`src/rtl/lsu_axi_master_if.sv`:
```
// Core-side request/response and AXI4-Lite bus bundle for lsu_axi_master.
// master: the LSU's view; slave: the core + RAM environment's view.
interface lsu_axi_master_if;
    logic        req_valid;
    logic        req_ready;
    logic        req_we;
    logic [31:0] req_addr;
    logic [31:0] req_wdata;
    logic [2:0]  req_funct3;

    logic        resp_valid;
    logic        resp_ready;
    logic [31:0] resp_rdata;
    logic        resp_err;

    logic [31:0] araddr;
    logic        arvalid;
    logic        arready;
    logic [31:0] rdata;
    logic        rvalid;
    logic        rready;

    logic [31:0] awaddr;
    logic        awvalid;
    logic        awready;
    logic [31:0] wdata;
    logic [3:0]  wstrb;
    logic        wvalid;
    logic        wready;
    logic [1:0]  bresp;
    logic        bvalid;
    logic        bready;

    modport master (
        input  req_valid, req_we, req_addr, req_wdata, req_funct3, resp_ready,
        input  arready, rdata, rvalid, awready, wready, bresp, bvalid,
        output req_ready, resp_valid, resp_rdata, resp_err,
        output araddr, arvalid, rready, awaddr, awvalid, wdata, wstrb, wvalid, bready
    );

    modport slave (
        output req_valid, req_we, req_addr, req_wdata, req_funct3, resp_ready,
        output arready, rdata, rvalid, awready, wready, bresp, bvalid,
        input  req_ready, resp_valid, resp_rdata, resp_err,
        input  araddr, arvalid, rready, awaddr, awvalid, wdata, wstrb, wvalid, bready
    );
endinterface

```
`src/rtl/lsu_axi_master.sv`:
```
// RV32 load/store unit: one core request at a time -> one AXI4-Lite read or write.
// Define LSU_MISALIGN_CHECK_EN to fail misaligned H/W accesses without bus traffic.
module lsu_axi_master (
    input  logic             clk,
    input  logic             rst,
    lsu_axi_master_if.master bus
);
    typedef enum logic [2:0] {
        IDLE,
        RD_ADDR,
        RD_DATA,
        WR_REQ,
        WR_RESP,
        RESP
    } state_e;

    state_e      state_q;
    logic [1:0]  off_q;
    logic [2:0]  funct3_q;
    logic        aw_done_q;
    logic        w_done_q;
    logic        arvalid_q;
    logic        rready_q;
    logic        awvalid_q;
    logic        wvalid_q;
    logic        bready_q;
    logic [31:0] araddr_q;
    logic [31:0] awaddr_q;
    logic [31:0] wdata_q;
    logic [3:0]  wstrb_q;
    logic        resp_valid_q;
    logic        resp_err_q;
    logic [31:0] resp_rdata_q;

    logic [31:0] wdata_d;
    logic [3:0]  wstrb_d;
    logic [31:0] ld_shift;
    logic [31:0] ld_data_d;
    logic        misalign_d;
    logic        aw_fin;
    logic        w_fin;

    // Store lane replication and strobes, computed from the live request in IDLE.
    always_comb begin
        wdata_d = bus.req_wdata;
        wstrb_d = 4'b1111;
        case (bus.req_funct3[1:0])
            2'b00: begin
                wdata_d = {4{bus.req_wdata[7:0]}};
                wstrb_d = 4'b0001 << bus.req_addr[1:0];
            end
            2'b01: begin
                wdata_d = {2{bus.req_wdata[15:0]}};
                wstrb_d = 4'b0011 << bus.req_addr[1:0];
            end
            default: ;
        endcase
    end

    always_comb begin
        ld_shift = bus.rdata >> {off_q, 3'b000};
        case (funct3_q[1:0])
            2'b00:   ld_data_d = funct3_q[2] ? {24'h0, ld_shift[7:0]}
                                             : {{24{ld_shift[7]}}, ld_shift[7:0]};
            2'b01:   ld_data_d = funct3_q[2] ? {16'h0, ld_shift[15:0]}
                                             : {{16{ld_shift[15]}}, ld_shift[15:0]};
            default: ld_data_d = ld_shift;
        endcase
    end

    always_comb begin
`ifdef LSU_MISALIGN_CHECK_EN
        misalign_d = ((bus.req_funct3[1:0] == 2'b01) && bus.req_addr[0]) ||
                     (bus.req_funct3[1] && (bus.req_addr[1:0] != 2'b00));
`else
        misalign_d = 1'b0;
`endif
    end

    // A channel counts as finished if it completed earlier or handshakes this edge.
    assign aw_fin = aw_done_q || (awvalid_q && bus.awready);
    assign w_fin  = w_done_q  || (wvalid_q  && bus.wready);

    always_ff @(posedge clk) begin
        if (rst) begin
            state_q      <= IDLE;
            off_q        <= '0;
            funct3_q     <= '0;
            aw_done_q    <= 1'b0;
            w_done_q     <= 1'b0;
            arvalid_q    <= 1'b0;
            rready_q     <= 1'b0;
            awvalid_q    <= 1'b0;
            wvalid_q     <= 1'b0;
            bready_q     <= 1'b0;
            araddr_q     <= '0;
            awaddr_q     <= '0;
            wdata_q      <= '0;
            wstrb_q      <= '0;
            resp_valid_q <= 1'b0;
            resp_err_q   <= 1'b0;
            resp_rdata_q <= '0;
        end else begin
            case (state_q)
                IDLE: begin
                    if (bus.req_valid) begin
                        off_q    <= bus.req_addr[1:0];
                        funct3_q <= bus.req_funct3;
                        if (misalign_d) begin
                            state_q      <= RESP;
                            resp_valid_q <= 1'b1;
                            resp_err_q   <= 1'b1;
                            resp_rdata_q <= '0;
                        end else if (bus.req_we) begin
                            state_q   <= WR_REQ;
                            awaddr_q  <= {bus.req_addr[31:2], 2'b00};
                            wdata_q   <= wdata_d;
                            wstrb_q   <= wstrb_d;
                            awvalid_q <= 1'b1;
                            wvalid_q  <= 1'b1;
                            aw_done_q <= 1'b0;
                            w_done_q  <= 1'b0;
                        end else begin
                            state_q   <= RD_ADDR;
                            araddr_q  <= {bus.req_addr[31:2], 2'b00};
                            arvalid_q <= 1'b1;
                        end
                    end
                end
                RD_ADDR: begin
                    if (bus.arready) begin
                        arvalid_q <= 1'b0;
                        rready_q  <= 1'b1;
                        state_q   <= RD_DATA;
                    end
                end
                RD_DATA: begin
                    if (bus.rvalid) begin
                        rready_q     <= 1'b0;
                        resp_valid_q <= 1'b1;
                        resp_rdata_q <= ld_data_d;
                        resp_err_q   <= 1'b0;
                        state_q      <= RESP;
                    end
                end
                WR_REQ: begin
                    if (awvalid_q && bus.awready) begin
                        awvalid_q <= 1'b0;
                        aw_done_q <= 1'b1;
                    end
                    if (wvalid_q && bus.wready) begin
                        wvalid_q <= 1'b0;
                        w_done_q <= 1'b1;
                    end
                    if (aw_fin && w_fin) begin
                        bready_q <= 1'b1;
                        state_q  <= WR_RESP;
                    end
                end
                WR_RESP: begin
                    if (bus.bvalid) begin
                        bready_q     <= 1'b0;
                        resp_valid_q <= 1'b1;
                        resp_rdata_q <= '0;
                        resp_err_q   <= (bus.bresp != 2'b00);
                        state_q      <= RESP;
                    end
                end
                RESP: begin
                    if (bus.resp_ready) begin
                        resp_valid_q <= 1'b0;
                        state_q      <= IDLE;
                    end
                end
                default: state_q <= IDLE;
            endcase
        end
    end

    assign bus.req_ready  = (state_q == IDLE);
    assign bus.resp_valid = resp_valid_q;
    assign bus.resp_rdata = resp_rdata_q;
    assign bus.resp_err   = resp_err_q;
    assign bus.araddr     = araddr_q;
    assign bus.arvalid    = arvalid_q;
    assign bus.rready     = rready_q;
    assign bus.awaddr     = awaddr_q;
    assign bus.awvalid    = awvalid_q;
    assign bus.wdata      = wdata_q;
    assign bus.wstrb      = wstrb_q;
    assign bus.wvalid     = wvalid_q;
    assign bus.bready     = bready_q;
endmodule
```
`src/flat_wrapper.sv`:
```
// flat-port wrapper written by rule: the top's interface ports become plain ports
module lsu_axi_master_flat 
  (clk, rst, bus_req_valid, bus_req_we, bus_req_addr, bus_req_wdata, bus_req_funct3, bus_resp_ready, bus_arready, bus_rdata, bus_rvalid, bus_awready, bus_wready, bus_bresp, bus_bvalid, bus_req_ready, bus_resp_valid, bus_resp_rdata, bus_resp_err, bus_araddr, bus_arvalid, bus_rready, bus_awaddr, bus_awvalid, bus_wdata, bus_wstrb, bus_wvalid, bus_bready);
  lsu_axi_master_if bus_i ();
  input  logic clk;
  input  logic rst;
  input wire logic [$bits(bus_i.req_valid)-1:0] bus_req_valid;
  input wire logic [$bits(bus_i.req_we)-1:0] bus_req_we;
  input wire logic [$bits(bus_i.req_addr)-1:0] bus_req_addr;
  input wire logic [$bits(bus_i.req_wdata)-1:0] bus_req_wdata;
  input wire logic [$bits(bus_i.req_funct3)-1:0] bus_req_funct3;
  input wire logic [$bits(bus_i.resp_ready)-1:0] bus_resp_ready;
  input wire logic [$bits(bus_i.arready)-1:0] bus_arready;
  input wire logic [$bits(bus_i.rdata)-1:0] bus_rdata;
  input wire logic [$bits(bus_i.rvalid)-1:0] bus_rvalid;
  input wire logic [$bits(bus_i.awready)-1:0] bus_awready;
  input wire logic [$bits(bus_i.wready)-1:0] bus_wready;
  input wire logic [$bits(bus_i.bresp)-1:0] bus_bresp;
  input wire logic [$bits(bus_i.bvalid)-1:0] bus_bvalid;
  output wire logic [$bits(bus_i.req_ready)-1:0] bus_req_ready;
  output wire logic [$bits(bus_i.resp_valid)-1:0] bus_resp_valid;
  output wire logic [$bits(bus_i.resp_rdata)-1:0] bus_resp_rdata;
  output wire logic [$bits(bus_i.resp_err)-1:0] bus_resp_err;
  output wire logic [$bits(bus_i.araddr)-1:0] bus_araddr;
  output wire logic [$bits(bus_i.arvalid)-1:0] bus_arvalid;
  output wire logic [$bits(bus_i.rready)-1:0] bus_rready;
  output wire logic [$bits(bus_i.awaddr)-1:0] bus_awaddr;
  output wire logic [$bits(bus_i.awvalid)-1:0] bus_awvalid;
  output wire logic [$bits(bus_i.wdata)-1:0] bus_wdata;
  output wire logic [$bits(bus_i.wstrb)-1:0] bus_wstrb;
  output wire logic [$bits(bus_i.wvalid)-1:0] bus_wvalid;
  output wire logic [$bits(bus_i.bready)-1:0] bus_bready;
  assign bus_i.req_valid = bus_req_valid;
  assign bus_i.req_we = bus_req_we;
  assign bus_i.req_addr = bus_req_addr;
  assign bus_i.req_wdata = bus_req_wdata;
  assign bus_i.req_funct3 = bus_req_funct3;
  assign bus_i.resp_ready = bus_resp_ready;
  assign bus_i.arready = bus_arready;
  assign bus_i.rdata = bus_rdata;
  assign bus_i.rvalid = bus_rvalid;
  assign bus_i.awready = bus_awready;
  assign bus_i.wready = bus_wready;
  assign bus_i.bresp = bus_bresp;
  assign bus_i.bvalid = bus_bvalid;
  assign bus_req_ready = bus_i.req_ready;
  assign bus_resp_valid = bus_i.resp_valid;
  assign bus_resp_rdata = bus_i.resp_rdata;
  assign bus_resp_err = bus_i.resp_err;
  assign bus_araddr = bus_i.araddr;
  assign bus_arvalid = bus_i.arvalid;
  assign bus_rready = bus_i.rready;
  assign bus_awaddr = bus_i.awaddr;
  assign bus_awvalid = bus_i.awvalid;
  assign bus_wdata = bus_i.wdata;
  assign bus_wstrb = bus_i.wstrb;
  assign bus_wvalid = bus_i.wvalid;
  assign bus_bready = bus_i.bready;
  lsu_axi_master u_core (.clk(clk), .rst(rst), .bus(bus_i));
endmodule
```
`config.mk`:
```
export PLATFORM = sky130hd
export DESIGN_NAME = lsu_axi_master_flat
export DESIGN_NICKNAME = d
export VERILOG_FILES = /design/src/rtl/lsu_axi_master_if.sv /design/src/rtl/lsu_axi_master.sv /design/src/flat_wrapper.sv
export SDC_FILE = /design/constraint.sdc
export NUM_CORES = 1
export LEC_CHECK = 0
export CORE_UTILIZATION = 46
export DETAILED_ROUTE_END_ITERATION = 16
export PLACE_DENSITY = 0.85
export SLEW_MARGIN = 30
export SYNTH_ARGS = -nofsm -noshare
export SYNTH_HDL_FRONTEND = slang
export SYNTH_SLANG_ARGS = --single-unit
```
`constraint.sdc`:
```
create_clock -name clk -period 3.8 [get_ports clk]
set_clock_uncertainty 0.2 [all_clocks]
set_input_delay 1.14 -clock clk [delete_from_list [all_inputs] [get_ports clk]]
set_output_delay 1.14 -clock clk [all_outputs]
set_load 0.02 [all_outputs]
```
==> After elaboration in Yosys (flattened, before gate mapping) <==
Index checks and enable logic that the tools add are counted.
W data, S select, Z words.
{ "classes": {"reduce_logical": 26, "n_eq_ne": 17, "n_bitwise": 1, "shifts": 3, "muxes": 44} }
{ "ops": {"columns": ["cell", "n"], "rows": [
  ["$pmux W32 S2", 3],
  ["$mux W32", 4],
  ["$shr A32 B5 Y32", 1],
  ["$mux W1", 19],
  ["$mux W3", 6],
  ["$pmux W3 S6", 1],
  ["$pmux W1 S2", 8],
  ["$reduce_and A4 Y1", 4],
  ["$reduce_and A3 Y1", 5],
  ["$ne A2 B2 Y1 const B", 7],
  ["$reduce_bool A2 Y1", 6],
  ["$pmux W4 S2", 1],
  ["$eq A3 B2 Y1 const B", 2],
  ["$eq A3 B3 Y1 const B", 2],
  ["$ne A2 B1 Y1 const B", 3],
  ["$reduce_and A6 Y1", 1],
  ["$eq A2 B1 Y1 const B", 2],
  ["$logic_not A2 Y1", 2],
  ["$shl A1 B2 Y4 const A", 1],
  ["$shl A2 B2 Y4 const A", 1],
  ["$eq A3 B1 Y1 const B", 1],
  ["$logic_and A1 B1 Y1", 3],
  ["$logic_not A3 Y1", 1],
  ["$pmux W1 S3", 1],
  ["other kinds (5)", 6]
]} }
{ "totals": {"reg_bits": 145, "out_inout_bits": 140, "word_cells": 108, "input_bits": 111} }

==> Depth between registers and ports, before layout <==
{ "depth": {"word_depth": 5, "depth_mapped": 8} }

==> Least setup slack after synthesis <==
OpenSTA, ideal clock, no wires.
{ "synth_path": {"path_type": "input -> register", "start": "in bus_req_valid", "end": "reg u_core.wdata_q[24] (netlist: u_core.bus.wdata[24])", "path_slack_ps": 1137, "arrival_ps": 2335, "setup_time_ps": 128, "path_buffers": 3, "stages": 7, "cell_sequence": "nor4b_1 -> buf_2 -> and2_1 -> clkbuf_1 -> buf_2 -> mux2i_1 -> nor2_1"} }
{ "synth_between": {"elab_chain_len": 1} }
{ "synth_rtl": {"columns": ["element", "line_no", "text"], "rows": [
  ["start: declaration", "flat_wrapper.sv:7", "input wire logic [$bits(bus_i.req_valid)-1:0] bus_req_valid;"],
  ["$reduce_and A3 Y1 (no source line)", null, null],
  ["end signal: assignment", "lsu_axi_master.sv:117", "wdata_q <= wdata_d;"],
  ["end: declaration", "lsu_axi_master.sv:29", "logic [31:0] wdata_q;"]
]} }
No other way between the ends.
A chain may end at the register's enable or synchronous reset.

==> Worst setup path in the final report <==
{ "layout_path": {"start": "reg u_core.state_q[0]", "end": "out bus_req_ready"} }
{ "layout_between": {"elab_chain_len": 1} }
{ "layout_rtl": {"columns": ["element", "line_no", "text"], "rows": [
  ["start: declaration", "lsu_axi_master.sv:17", "state_e state_q;"],
  ["start signal: assignment", "lsu_axi_master.sv:86", "state_q <= IDLE;"],
  ["start signal: assignment", "lsu_axi_master.sv:110", "state_q <= RESP;"],
  ["start signal: assignment", "lsu_axi_master.sv:115", "state_q <= WR_REQ;"],
  ["$logic_not A3 Y1", "lsu_axi_master.sv:180", "assign bus.req_ready = (state_q == IDLE);"],
  ["end: declaration", "flat_wrapper.sv:20", "output wire logic [$bits(bus_i.req_ready)-1:0] bus_req_ready;"]
]} }
No other way between the ends.

==> results.md <==
## Die
• 251 — IO Pins
• 117.2 µm — width of the die
• 41 — Row Count
• 47.77% — effective utilization at floorplan
• 117.2 µm — die span in y
• 12,770 µm² — standard cell core area
• 13,730 µm² — die outline area

## Logic synthesis
• 48 — distinct cell type count after synthesis
• sky130_fd_sc_hd__nand2_1 — count leader, synth
• sky130_fd_sc_hd__dfxtp_1 (48%), sky130_fd_sc_hd__nand2_1 (9.8%), sky130_fd_sc_hd__a21oi_1 (7.2%), sky130_fd_sc_hd__mux2i_1 (6.7%), sky130_fd_sc_hd__mux4_2 (3.3%) — top post-synthesis cells by area
• 6102 µm² — Cell Area, Synth
• 145 — FF+latch count, synth
• 47.57% — Seq/Total Area, Yosys
• sky130_fd_sc_hd__dfxtp_1 — Top FF cell, synth
• 8.582 µm² — average cell area after synthesis
• 0 — number of flops mapped to enable cells by yosys
• sky130_fd_sc_hd__dfxtp_1 — leading area contributor after synthesis
• 0% — asr flop ratio synth
• sky130_fd_sc_hd__nand2_1 (159), sky130_fd_sc_hd__dfxtp_1 (145), sky130_fd_sc_hd__a21oi_1 (88) — top cells by count, synth
• 47.57% — fraction of synthesized cell area taken by the top area cell type
• 0 — Syn. warnings
• 711 — Synth Instances

## Power and ir drop
• 3.288 nW — leak pwr
• 602.2 nW/µm² — ratio of total power to cell area
• 0.3219 mV — highest ir drop seen on vdd

## Clocking
• 0 — Post-CTS Resized
• sky130_fd_sc_hd__clkbuf_16 — master cell of the clock root buffer
• 145 — Sink Count
• 0 — number of hold buffers added after cts
• 2 — clock tree buffer depth
• 17 — number of buffers inserted during clock tree synthesis
• 0.06 ns — CTS clk-pin slew, worst paths
• 0 — number of buffers inserted by post-CTS setup repair
• 0.42 ns — clock insertion delay at the later pin of the skew report
• 4 — H-tree levels
• built — clock tree from TritonCTS

## Timing
• 81.32% — ratio of final minimum period to clock period
• 0 — final number of setup-violating endpoints
• 0 — Final Hold Vio Count
• 3.090 ns — min cycle time layout
• 323.6 MHz — Fmax
• 0.2524 ns — Worst Hold Margin
• 0 — number of max-slew violations in the final report
• 0.7099 ns — worst path setup slack after routing
• 0.8178 ns — Tightest Pin Transition
• 45.36% — Max transition margin
• 0 ns — Setup TNS Final
• no — RSZ-0062 raised after global routing

## Routing
• 16.98 µm — average wire length per cell after detail routing
• 18,960 µm — post-detailed-routing wire length
• 5.372 — post-detailed-route via-to-cell ratio
• 0 — antenna-violating nets left
• 5,995 — routed via count
• 496 — DR iter-0 viols
• 0 — residual DRC count
• 5 — Detailed Routing Iterations Pass 1

## Placement
• 13,470 µm — Detailed Place HPWL
• 8676 µm² — instance area after placement
• 0.8911 — gpl congestion
• 246 — number of I/O port buffers
• 0.5153 ns — pre-CTS setup slack

## Global routing
• 5,581 — vias in the first global route
• 27.17% — global-route total usage across every layer
• 31.84% — met1 Resource Use GR
• met2 — global-route layer with the greatest usage
• 97 — largest net degree at the start of global routing
• 0 — initial antenna violation count
• 0 — total gr overflow
• 28,260 µm — global-route wire length before repair
• 8.136% — met3 capacity usage during global routing
• 45.92% — global-route track usage on met2

## Setup path
• 2.46 ns — required time reported for the critical path endpoint
• 1.75 ns — arrival time at the worst endpoint
• 14 — largest fanout on the critical path
• register — type of element launching the critical path
• primary output — category of the worst setup path capture point
• register to primary output — Worst Path Class, Setup

## Finish
• 9286 µm² — area of all placed cells without fillers
• 0 — final antenna diode count
• 7.309% — share of final-layout standard cells stronger than drive strength 1
• 1,043 — number of nets in the final layout
• 52.18% — layout overhead on the synthesized area

## Worst hold path
• register to register — Hold WC Path Type

## Run
• 0 — Max Cap Violations

## Outcome
• completed — run status

[worst max-delay path, stage by stage, from the launching register on]
cell and delay [ns]:
sky130_fd_sc_hd__dfxtp_1 0.46, sky130_fd_sc_hd__nor3_1 0.23, sky130_fd_sc_hd__clkdlybuf4s50_1 0.64
[power by group]
part           internal [W]  switching, W  total [W]
Clock               0.00111      0.000630    0.00174
Combinational      0.000874       0.00104    0.00191
Sequential          0.00176      0.000178    0.00194
[cells by family after synthesis]
logic type / Yosys count / synth area share [%]
DFF: 145 / 47.57
and+or+nand+nor: 246 / 16.83
buffers and inverters: 68 / 4.839
AOI/OAI and AO/OA: 194 / 19.36
muxes: 57 / 11.34
other: 1 / 0.06145
[layout by cell type, fill, tap and decap left out, types with 4 or more instances in the layout]
cell,instances
sky130_fd_sc_hd__a311oi_1,9
sky130_fd_sc_hd__nor3_1,11
sky130_fd_sc_hd__nand2_1,159
sky130_fd_sc_hd__a21oi_1,88
sky130_fd_sc_hd__buf_4,17
sky130_fd_sc_hd__nor2_1,52
sky130_fd_sc_hd__clkdlybuf4s50_1,245
sky130_fd_sc_hd__dfxtp_1,145
sky130_fd_sc_hd__a211oi_1,8
sky130_fd_sc_hd__mux2i_1,41
sky130_fd_sc_hd__bufinv_16,4
sky130_fd_sc_hd__a22oi_1,24
sky130_fd_sc_hd__conb_1,4
sky130_fd_sc_hd__mux2_2,7
sky130_fd_sc_hd__o21ai_0,35
sky130_fd_sc_hd__o2bb2ai_1,16
sky130_fd_sc_hd__clkbuf_16,17
sky130_fd_sc_hd__mux4_2,9
[flip-flops by register name (all words and copies together) (netlist names), 2 cells and up]
register / cells
u_core.bus.awaddr: 30
u_core.bus.araddr: 30
u_core.bus.wdata: 32
u_core.bus.resp_rdata: 32
u_core.state_q: 3
u_core.funct3_q: 3
u_core.bus.wstrb: 4
u_core.off_q: 2
[final timing paths]
path         slack [ns]                   from                   endpoint  depth (start not counted)
max                0.71      u_core.state_q[0]              bus_req_ready                          2
min                0.25  u_core.bus.araddr[16]      u_core.bus.araddr[16]                          2
max reg2reg        1.43        u_core.off_q[0]  u_core.bus.resp_rdata[20]                          5
min reg2reg        0.25  u_core.bus.araddr[16]      u_core.bus.araddr[16]                          2
[metrics by stage]
stage / util, % / power, W / instances
floorplan: - / 0.003044 / 714
global placement: 67.92 / 0.003829 / 1085
detailed placement: 67.92 / 0.003868 / 1085
CTS: 72.70 / 0.005611 / 1116
global route: 72.70 / 0.005863 / 1116
finish: 72.70 / 0.005593 / 1116
[cell type report]
cell class | count | area (µm²)
Fill cell | 1006 | 3487
Multi-Input combinational cell | 501 | 2927
Sequential cell | 145 | 2903
Timing Repair Buffer | 264 | 2620
Clock buffer | 21 | 450.4
Tap cell | 172 | 215.2
Clock inverter | 10 | 160.2
Inverter | 3 | 11.26
[layer usage]
layer,wire [µm],vias to the layer above
li1,-,2921
met1,7609,2781
met2,9262,257
met3,1587,36
met4,496,0
met5,0,-
Power figures use the tool's default switching activity.
==> RTL edit 1: new RTL, same flow settings <==
Encoding of `state_e`: now one-hot (6 bits for 6 states).
--- a/src/rtl/lsu_axi_master.sv
+++ b/src/rtl/lsu_axi_master.sv
@@ -5,13 +5,13 @@
     input  logic             rst,
     lsu_axi_master_if.master bus
 );
-    typedef enum logic [2:0] {
-        IDLE,
-        RD_ADDR,
-        RD_DATA,
-        WR_REQ,
-        WR_RESP,
-        RESP
+    typedef enum logic [5:0] {
+        IDLE    = 6'b000001,
+        RD_ADDR = 6'b000010,
+        RD_DATA = 6'b000100,
+        WR_REQ  = 6'b001000,
+        WR_RESP = 6'b010000,
+        RESP    = 6'b100000
     } state_e;
 
     state_e      state_q;
Formal check against the unedited RTL: same outputs for any inputs over 4 cycles, from zero or initial values and one cycle with rst high; so few cycles prove little.
==> RTL edit 1 against the unedited design <==
  * Worst setup slack worse by 0.52 ns
  * Synthesized area up 4.4%
  * Sequential cell count is 3 higher
  * Routed wire length grew 1.3%
  * Global-route usage down 0.35 points
  * First-iteration DRC count decreased by 12%
  * Cell area rose by 1.4%
Power is not compared: it rests on default switching activity, and its combinational part moved more than twofold at a synthesized area within 25%.
==> RTL edit 1: results (changes against the unedited design) <==
status: "finished clean"  # unchanged
syn_inst: 736  # was 711
ys_seq_area_frac: 0.4651  # was 0.4757
seq_cell_count: 148  # was 145
n_all_buffers: 259  # was 264
first_global_vias: 5877  # was 5581
grt_pass1_wl_mm: 30.22  # was 28.26 mm
synthTopCellsByArea: "dfxtp_1, nand2_1, a21oi_1, mux2i_1, nor2_1"  # was dfxtp_1, nand2_1, a21oi_1, mux2i_1, mux4_2
synth_cell_types: 53  # was 48
clock_buffers: 17  # was 21
grt.total_usage: 0.2682  # was 0.2717
cpPeakStageDelay_ns: 0.66  # was 0.64 ns
synth_xor_area_frac: 0.002750  # was 0
multi_input_area_share: 0.3279  # was 0.3151
wl_mm: 19.21  # was 18.96 mm
finish.utilization: 0.7053  # was 0.7270
multiInputCombCellCount: 521  # was 501
synth_mux_area_frac: 0.07739  # was 0.1134
gr-usage-met2: 0.4465  # was 0.4592
cp_data_arrival_time_ns: 2.27  # was 1.75 ns
post_dp_cell_area_sq_um: 8866  # was 8676 sq um
drt_iter0_drc: 435  # was 496
slew_headroom: 0.4391  # was 0.4536
synth_compound_area_frac: 0.2068  # was 0.1936
io_buffers: 246  # unchanged
met1_usage: 0.3140  # was 0.3184
rrSetupSlack_ns: 1.22  # was 1.43 ns
dr_wl_met3_mm: 1.303  # was 1.587 mm
crit_family: "simple AND/OR/NAND/NOR gates"  # was buffers and inverters
signal_buffer_area_fraction: 0.2730  # was 0.2821
met3_usage: 0.07937  # was 0.08136
wl_met2_mm: 9.361  # was 9.262 mm
hp-start: "u_core.bus.araddr[28]"  # was u_core.bus.araddr[16]
inv_count: 7  # was 3
r2r_start: "u_core.state_q[1]"  # was u_core.off_q[0]
worstReg2RegEnd: "u_core.bus.resp_rdata[25]"  # was u_core.bus.resp_rdata[20]
setup_ws_ns: 0.1943  # was 0.7099 ns
fill_cells: 1052  # was 1006
finish.net_count: 1065  # was 1043
vias: 6238  # was 5995
crit_start: "u_core.state_q[4]"  # was u_core.state_q[0]
avgViaCountPerCell: 5.458  # was 5.372
place_congestion: 0.8254  # was 0.8911
critPathMaxFanout: 11  # was 14
synth_top_cells_by_count: "nand2_1, dfxtp_1, a21oi_1"  # unchanged
clkCellAreaFrac: 0.05821  # was 0.06575
drtPass1Iterations: 6  # was 5
hold_path_end: "u_core.bus.araddr[28]"  # was u_core.bus.araddr[16]
register_area_sq_um: 2963  # was 2903 sq um
dp_hpwl_mm: 13.27  # was 13.47 mm
[RTL edit 1: changes by cell type in the layout (fill, tap and decap cells not counted), moves of 5 or more]
cell,unedited run,this run
o21ai_0,35,9
a22oi_1,24,2
a21oi_1,88,105
o211ai_1,0,16
nor2_1,52,39
nand2_1,159,171
a221o_2,0,11
mux4_2,9,1
o31ai_1,1,9
inv_6,0,7
clkinvlp_4,1,7
a221o_1,0,5
nand3_1,1,6
[RTL edit 1: power breakdown]
| group | switching [W] | internal (W) |
|---|---|---|
| sequential | 0.0000494 | 0.00163 |
| combinational | 0.000398 | 0.000349 |
| clock | 0.000702 | 0.000848 |
| total | 0.00115 | 0.00282 |
[RTL edit 1: metrics by stage]
step           total power (W)  hold WS, ns
4_1_cts               0.003997       0.2538
5_1_grt               0.004137       0.2686
6_report              0.003975       0.2534
2_1_floorplan         0.002111       0.2412
3_3_place_gp          0.002442       0.2405
3_5_place_dp          0.002452       0.2457
==> RTL edit 2: new RTL, same flow settings <==
Without the edit above. Add a define of `LSU_MISALIGN_CHECK_EN`.
--- a/src/rtl/lsu_axi_master.sv
+++ b/src/rtl/lsu_axi_master.sv
@@ -1,5 +1,7 @@
 // RV32 load/store unit: one core request at a time -> one AXI4-Lite read or write.
 // Define LSU_MISALIGN_CHECK_EN to fail misaligned H/W accesses without bus traffic.
+`define LSU_MISALIGN_CHECK_EN
+
 module lsu_axi_master (
     input  logic             clk,
     input  logic             rst,
Behaviour: not the same (a bounded check fails within 4 cycles, from zero or initial values and one cycle with rst high).
==> RTL edit 2 against the unedited design <==
  * Sequential cell count unchanged
  * Combinational power decreased by 23%
  * Worst setup slack got worse by 0.073 ns
  * Routed wire length decreased by 3.4%
  * Synthesized area increased by 1.5%
  * Cell area increased by 1.2%
  * Total power decreased by 12%
  * Count of clock-buffer cells in the layout unchanged
  * Critical path type unchanged
  * Highest routed layer unchanged
==> RTL edit 2: results (changes against the unedited design) <==
cp_data_arrival_time_ns: 1.82  # was 1.75 ns
met3_usage: 0.07413  # was 0.08136
finish.net_count: 1058  # was 1043
drt_iter0_drc: 453  # was 496
antenna_found_initial: 1  # was 0
grt_pass1_wl_mm: 29.26  # was 28.26 mm
ys_seq_area_frac: 0.4686  # was 0.4757
synthTopCellsByArea: "dfxtp_1, nand2_1, a21oi_1, mux2i_1, mux4_2"  # unchanged
ys_warn_count: 0  # unchanged
status: "finished clean"  # unchanged
wl_per_cell_um: 16.13  # was 16.98 um
worstReg2RegEnd: "u_core.bus.wdata[9]"  # was u_core.bus.resp_rdata[20]
fill_cells: 1029  # was 1006
synth_top_cells_by_count: "nand2_1, dfxtp_1, a21oi_1"  # unchanged
vias: 6072  # was 5995
dp_hpwl_mm: 12.87  # was 13.47 mm
critPathMaxFanout: 17  # was 14
grt_max_degree: 83  # was 97
io_buffers: 246  # unchanged
top_layer: "met4"  # unchanged
dr_wl_met3_mm: 1.437  # was 1.587 mm
synth_mux_area_frac: 0.08887  # was 0.1134
place_congestion: 0.7949  # was 0.8911
path_clk_slew_ns: 0.06  # about the same
seq_power_share: 0.365  # was 0.347
first_global_vias: 5571  # was 5581
wl_met2_mm: 8.774  # was 9.262 mm
r2r_start: "u_core.state_q[2]"  # was u_core.off_q[0]
drive_above_1_share: 0.08342  # was 0.07309
synth_compound_area_frac: 0.2157  # was 0.1936
hold_class: "flop to flop"  # unchanged
worst_pin_slew_ns: 0.8503  # was 0.8178 ns
p_int_w: 0.003380  # was 0.003747 W
hold_path_end: "u_core.bus.awaddr[20]"  # was u_core.bus.araddr[16]
met1_usage: 0.3394  # was 0.3184
htreeDepth: 4  # unchanged
totalPowerFinal_w: 0.004918  # was 0.005593 W
crit_family: "buffers and inverters"  # unchanged
gr-usage-met2: 0.4283  # was 0.4592
synth_cell_types: 51  # was 48
hp-start: "u_core.bus.awaddr[20]"  # was u_core.bus.araddr[16]
post_dp_cell_area_sq_um: 8802  # was 8676 sq um
ir_drop_uv: 379.8  # was 321.9 uV
cts_buffers: 17  # unchanged
grt.total_usage: 0.2663  # was 0.2717
rrSetupSlack_ns: 1.33  # was 1.43 ns
worstSkewPairLatency_ns: 0.41
total_leakage_power_nw: 3.250  # was 3.288 nW
pwr-share-clk: 0.336  # was 0.311
wl_met1_mm: 7.836  # was 7.609 mm
-- RTL edit 2: cell count changes in the layout (fill, tap and decap cells not counted), moves of 9 or more --
cell | unedited run | this run
nand2_1 | 159 | 174
o21ai_0 | 35 | 17
a221o_1 | 0 | 16
nor2_1 | 52 | 35
o211ai_1 | 0 | 9
mux2i_1 | 41 | 28
a21oi_1 | 88 | 106
a22oi_1 | 24 | 2
-- RTL edit 2: worst min-delay path, cell delays in order, from the launching register on --
cell     delay (ns)
dfxtp_1        0.30
nand2_1        0.05
a21oi_1        0.05
-- RTL edit 2: cell type report --
class / count / share of cell area
clock inverters: 10 / 0.01158
flip-flops and latches: 145 / 0.3089
repair buffers: 269 / 0.2842
multi-input cells: 508 / 0.3184
well taps: 176 / 0.02344
clock buffers: 21 / 0.05113
inverters: 6 / 0.002397
-- RTL edit 2: worst max-delay path by stage --
stage                                           end  slack, ns  cells past startpoint
after floorplan           u_core.bus.resp_rdata[29]       0.82                      6
after global placement          u_core.bus.wdata[9]       0.33                      6
after detailed placement        u_core.bus.wdata[9]       0.25                      6
after CTS                             bus_req_ready       0.61                      2
after global routing           u_core.bus.wdata[12]       0.54                      6
final                                 bus_req_ready       0.64                      2
-- RTL edit 2: through the flow --
step,hold slack [ns],std cells,setup slack [ns],utilization
2_1_floorplan,0.2442,725,0.8245,-
4_1_cts,0.2535,1135,0.6099,0.7120
5_1_grt,0.2733,1135,0.5357,0.7124
3_3_place_gp,0.2410,1104,0.3265,0.6673
6_report,0.2515,1135,0.6374,0.7124
3_5_place_dp,0.2454,1104,0.2527,0.6673
